$ cat src/rtl/spi_bus_arbiter.sv
// Two-requester arbiter sharing one byte-level SPI master, with round-robin grant and per-device chip selects.
// Optional idle-grant forced release is built when SPI_ARB_TIMEOUT_EN is defined.
module spi_bus_arbiter #(
  parameter int CS_GAP         = 32,
  parameter int TIMEOUT_CYCLES = 1023
) (
  input  logic       clk,
  input  logic       rst,
  input  logic [1:0] req,
  output logic [1:0] gnt,
  input  logic [7:0] tx_byte0,
  input  logic [7:0] tx_byte1,
  input  logic [1:0] tx_dv,
  output logic [1:0] tx_ready,
  output logic [1:0] rx_dv,
  output logic [7:0] rx_byte,
  output logic [1:0] cs_n,
  output logic [7:0] m_tx_byte,
  output logic       m_tx_dv,
  input  logic       m_tx_ready,
  input  logic       m_rx_dv,
  input  logic [7:0] m_rx_byte,
  output logic [1:0] timeout
);

  // state | meaning
  // IDLE  | all cs_n high, arbitrate on any request
  // SETUP | winner's cs_n low, one cycle before grant
  // GRANT | winner owns the master
  // DRAIN | grant gone, wait for master to finish the byte
  // GAP   | all cs_n high for CS_GAP cycles
  localparam logic [2:0] S_IDLE  = 3'd0;
  localparam logic [2:0] S_SETUP = 3'd1;
  localparam logic [2:0] S_GRANT = 3'd2;
  localparam logic [2:0] S_DRAIN = 3'd3;
  localparam logic [2:0] S_GAP   = 3'd4;

  localparam logic [7:0] GAP_LAST = 8'(CS_GAP - 1);

  if (CS_GAP < 1 || CS_GAP > 255) begin : g_bad_cs_gap
    $error("CS_GAP must be in 1..255");
  end
  if (TIMEOUT_CYCLES < 2 || TIMEOUT_CYCLES > 65535) begin : g_bad_timeout
    $error("TIMEOUT_CYCLES must be in 2..65535");
  end

  logic [2:0] state_q, state_d;
  logic       win_q, win_d;
  logic       last_q, last_d;
  logic [1:0] cs_n_q, cs_n_d;
  logic [7:0] gap_cnt_q, gap_cnt_d;

  logic [1:0] req_eff;
  logic [1:0] win_oh;
  logic       in_grant, in_xfer, own_req, gnt_on, tmo_hit;

  assign in_grant = (state_q == S_GRANT);
  assign in_xfer  = in_grant || (state_q == S_DRAIN);
  assign win_oh   = win_q ? 2'b10 : 2'b01;
  assign own_req  = req_eff[win_q];

`ifdef SPI_ARB_TIMEOUT_EN
  localparam logic [15:0] TMO_LIMIT = 16'(TIMEOUT_CYCLES);

  logic [15:0] tmo_cnt_q, tmo_cnt_d;
  // A timed-out requester is masked until it has been seen deasserted once.
  logic [1:0]  tmo_blk_q, tmo_blk_d;

  assign req_eff = req & ~tmo_blk_q;
  assign tmo_hit = in_grant && own_req && (tmo_cnt_q == TMO_LIMIT);

  always_comb begin
    tmo_cnt_d = tmo_cnt_q;
    tmo_blk_d = (tmo_blk_q & req) | (tmo_hit ? win_oh : 2'b00);
    if (state_q == S_SETUP) begin
      tmo_cnt_d = 16'd0;
    end else if (in_grant) begin
      tmo_cnt_d = (m_tx_dv || (rx_dv != 2'b00)) ? 16'd0 : tmo_cnt_q + 16'd1;
    end
  end

  always_ff @(posedge clk) begin
    if (rst) begin
      tmo_cnt_q <= 16'd0;
      tmo_blk_q <= 2'b00;
    end else begin
      tmo_cnt_q <= tmo_cnt_d;
      tmo_blk_q <= tmo_blk_d;
    end
  end
`else
  assign req_eff = req;
  assign tmo_hit = 1'b0;
`endif

  assign gnt_on    = in_grant && own_req && !tmo_hit;
  assign gnt       = gnt_on ? win_oh : 2'b00;
  assign m_tx_byte = gnt_on ? (win_q ? tx_byte1 : tx_byte0) : 8'h00;
  assign m_tx_dv   = gnt_on && tx_dv[win_q] && m_tx_ready;
  assign tx_ready  = (gnt_on && m_tx_ready) ? win_oh : 2'b00;
  assign rx_dv     = (in_xfer && m_rx_dv) ? win_oh : 2'b00;
  assign rx_byte   = m_rx_byte;
  assign cs_n      = cs_n_q;
  assign timeout   = tmo_hit ? win_oh : 2'b00;

  always_comb begin
    state_d   = state_q;
    win_d     = win_q;
    last_d    = last_q;
    cs_n_d    = cs_n_q;
    gap_cnt_d = gap_cnt_q;
    case (state_q)
      S_IDLE: begin
        if (req_eff != 2'b00) begin
          win_d   = (req_eff == 2'b11) ? ~last_q : req_eff[1];
          cs_n_d  = win_d ? 2'b01 : 2'b10;
          state_d = S_SETUP;
        end
      end
      S_SETUP: state_d = S_GRANT;
      S_GRANT: begin
        if (!own_req || tmo_hit) state_d = S_DRAIN;
      end
      S_DRAIN: begin
        if (m_tx_ready) begin
          cs_n_d    = 2'b11;
          last_d    = win_q;
          gap_cnt_d = 8'd0;
          state_d   = S_GAP;
        end
      end
      S_GAP: begin
        if (gap_cnt_q == GAP_LAST) state_d = S_IDLE;
        else gap_cnt_d = gap_cnt_q + 8'd1;
      end
      default: begin
        state_d = S_IDLE;
        cs_n_d  = 2'b11;
      end
    endcase
  end

  always_ff @(posedge clk) begin
    if (rst) begin
      state_q   <= S_IDLE;
      win_q     <= 1'b0;
      last_q    <= 1'b1;
      cs_n_q    <= 2'b11;
      gap_cnt_q <= 8'd0;
    end else begin
      state_q   <= state_d;
      win_q     <= win_d;
      last_q    <= last_d;
      cs_n_q    <= cs_n_d;
      gap_cnt_q <= gap_cnt_d;
    end
  end

endmodule
$ cat config.mk
export PLATFORM = sky130hd
export DESIGN_NAME = spi_bus_arbiter
export DESIGN_NICKNAME = d
export VERILOG_FILES = /design/src/rtl/spi_bus_arbiter.sv
export SDC_FILE = /design/constraint.sdc
export NUM_CORES = 1
export LEC_CHECK = 0
export ABC_AREA = 1
export CORE_AREA = 2 2 54 56
export CTS_BUF_LIST = sky130_fd_sc_hd__clkbuf_16
export DETAILED_ROUTE_END_ITERATION = 8
export DIE_AREA = 0 0 56 58
export PLACE_DENSITY_LB_ADDON = 0.25
export SLEW_MARGIN = 10
export SYNTH_ARGS = -nofsm -noshare
export SYNTH_HDL_FRONTEND = slang
export SYNTH_SLANG_ARGS = --single-unit
$ cat constraint.sdc
create_clock -name clk -period 2.28 [get_ports clk]
set_input_delay 0.456 -clock clk [delete_from_list [all_inputs] [get_ports clk]]
set_output_delay 0.456 -clock clk [all_outputs]
set_load 0.01 [all_outputs]
==> run metrics <==
status complete, no violations; f_max 475 MHz; die area 0.00325 mm^2; top post-synthesis cells by count 60 x nand2_1, 20 x inv_1, 19 x nor2_1; ANT cells 0; synth top area cells dfxtp_1 29%, nand2_1 22%, nand3_1 8.3%; Mapped Cells 172; H-tree depth 1; Residual DRC 0; CP max-delay cell clkdlybuf4s50_1; hold_ws 0.479 ns; combinational power share 0.318; crit end category primary output; worst hold start cs_n[0]$_SDFFE_PP1P_; Max-Cap Viols 0; vias 1204; WL/cell 12.1 um; syn_area_per_cell 5.95 um^2; required time of the critical path 1.82 ns; r2r worst-path depth 8; Detail Route Antenna Nets 0; pre-CTS WS -0.290 ns; initial antenna violation count 0; Worst-Skew Late Latency 0.25 ns; RSZ-0062 raised after global routing false; Starting Density 0.384; sequential share of power 0.322; GPL Wtd Cong 0.831; Max clock buf depth 2; global-route wire length before repair 4940 um; Die W 56 um; Setup Viol. Count Final 0; Synth cell types 20; final wirelength 2970 um; chip height 58 um; Hold Path End cs_n[0]$_SDFFE_PP1P_; Int Power 672 uW; grt total ovfl 0; Num CTS Buffers 3; Power Density 641 mW/mm^2; switch share 0.315; Hold Path Class reg2reg; met2 WL 1540 um; CP Launch Type input pin; critical path type in2out; Top Metal Used met4; synthesized flop and latch total 15; slowest stage delay, CP 0.54 ns; fraction of layout cells with a size suffix above 1 0.131; Num Clock Sinks 15; Final Worst Setup Slack 0.176 ns; min Tclk post-route 2.10 ns; max-slew violation count 0; Core Area 0.00266 mm^2; most used cell, CP clkdlybuf4s50_1; Total GRT Usage 0.191; NumNets Final 248; Iteration-0 DRC Markers 31; CTS root buffer clkbuf_16; vias per inst 4.91; Site Rows 19; Final Hold Fails 0; CP Max Fanout 2; Detail Route met3 WL 169 um; largest net degree at the start of global routing 12; Area Overhead vs Synth 49.6%; sequential-to-total area share from yosys stat 0.293; WHS Path Cells 2; Max IR drop VDD 0.000686 V; area leader, netlist dfxtp_1; Switch Pwr 310 uW; period utilisation layout 0.923; reg-to-reg endpoint gap_cnt_q[4]$_SDFFE_PP0P_; TritonCTS clock tree done; Ports 59; top-area cell type share of the netlist area 0.293; Post-synth EDFFs 0; most common cell in the netlist nand2_1; clock power share 0.359; crit-path cells clkdlybuf4s50_1, nand3_1, nor2_1, clkdlybuf4s50_1; vias in the first global route 1157; clock-pin slew on the worst setup and hold paths 0.05 ns; Pre-antenna DRT Iters 4; worst path arrival time 1.65 ns; Reg2Reg Setup Slack 0.67 ns; DP HPWL 2260 um; Static Leak 0.776 nW; ys async rst share 0; I/O Buffers 40; yosys warns 0; Most used DFF post-synth dfxtp_1; Reg-to-Reg Start gap_cnt_q[0]$_SDFFE_PP0P_; wl on met1 1220 um; mapped cell area 0.00102 mm^2; Clock Skew 0.00116 ns
[metrics by stage]
stage	TNS, ns	std cells	instance area [um^2]	power (mW)	util
finish	0	245	1530	0.982	0.575
global route	0	245	1530	1.04	0.575
CTS	0	245	1520	0.982	0.572
detailed placement	-2.93	239	1430	0.624	0.537
global placement	-2.69	239	1430	0.619	0.537
floorplan	0	173	1030	0.496	-
[worst max path at each step]
stage                         endpoint    start
after floorplan           m_tx_byte[0]   req[1]
after global placement    m_tx_byte[2]   req[1]
after detailed placement  m_tx_byte[5]   req[1]
after CTS                 m_tx_byte[0]   req[1]
after global routing          rx_dv[0]  m_rx_dv
final                         rx_dv[1]  m_rx_dv
[metal layers]
metal | vias to the layer above | track usage
li1 | 612 | -
met1 | 541 | 0.216
met2 | 46 | 0.350
met3 | 5 | 0.0379
met4 | 0 | 0.0816
met5 | - | 0
[cell usage in the layout, fill, tap and decap left out]
cell / Yosys / layout
nand2_1: 60 / 59
clkdlybuf4s50_1: 0 / 25
inv_1: 20 / 19
nor2_1: 19 / 17
nand3_1: 17 / 16
dfxtp_1: 15 / 15
a21oi_1: 11 / 11
dlygate4sd2_1: 0 / 8
buf_4: 10 / 8
nor2_2: 1 / 3
nand2_2: 2 / 3
nand4_1: 3 / 3
o21ai_0: 3 / 3
clkbuf_16: 0 / 3
clkdlybuf4s15_2: 0 / 3
nor3_1: 2 / 2
o21bai_1: 2 / 2
conb_1: 1 / 2
dlymetal6s2s_1: 0 / 2
nand3_2: 0 / 1
inv_2: 0 / 1
inv_4: 0 / 1
nor3_4: 1 / 1
o211ai_1: 1 / 1
ha_1: 1 / 1
clkinv_2: 0 / 1
buf_2: 0 / 1
clkbuf_2: 0 / 1
buf_6: 1 / 1
[worst max-delay path, delay by kind of cell]
| family | cells | cell delay [ns] |
|---|---|---|
| buffers and inverters | 2 | 0.99 |
| AND/OR/NAND/NOR | 2 | 0.20 |
[kinds of logic after synthesis]
group | count (synthesis) | synth area share
AO/OA/AOI/OAI | 17 | 0.0905
adder cells (fa/ha/maj) | 1 | 0.0122
buffers and inverters | 33 | 0.165
flip-flops | 15 | 0.293
other | 1 | 0.00366
AND/OR/NAND/NOR | 105 | 0.435
[flip-flops by register name, indices dropped and copies added (netlist names)]
name / cells
cs_n: 2
gap_cnt_q: 8
last_q: 1
state_q: 3
win_q: 1
[repair_timing]
item,in CTS,in global routing
gates cloned,0,0
gates resized for setup,27,7
setup buffers,2,0
hold buffers,0,0
pin swaps,0,0
endpoints found under the setup margin,13,9
[power by group through the flow]
| stage | Combinational, mW | Clock [mW] | Sequential, mW |
|---|---|---|---|
| finish | 0.313 | 0.353 | 0.316 |
| global placement | 0.301 | 0 | 0.318 |
| floorplan | 0.169 | 0 | 0.327 |
| CTS | 0.311 | 0.356 | 0.314 |
| detailed placement | 0.306 | 0 | 0.318 |
| global route | 0.350 | 0.367 | 0.320 |
[cell type report]
| cell class | count | area [um^2] |
|---|---|---|
| tap | 31 | 38.8 |
| timing repair buffer | 49 | 460 |
| inverter | 21 | 81.3 |
| clock inverter | 1 | 5.00 |
| multi-input combinational | 125 | 571 |
| sequential | 15 | 300 |
| clock buffer | 3 | 75.1 |
| fill | 277 | 1130 |
Note: power is estimated with default switching activity, not from simulation.
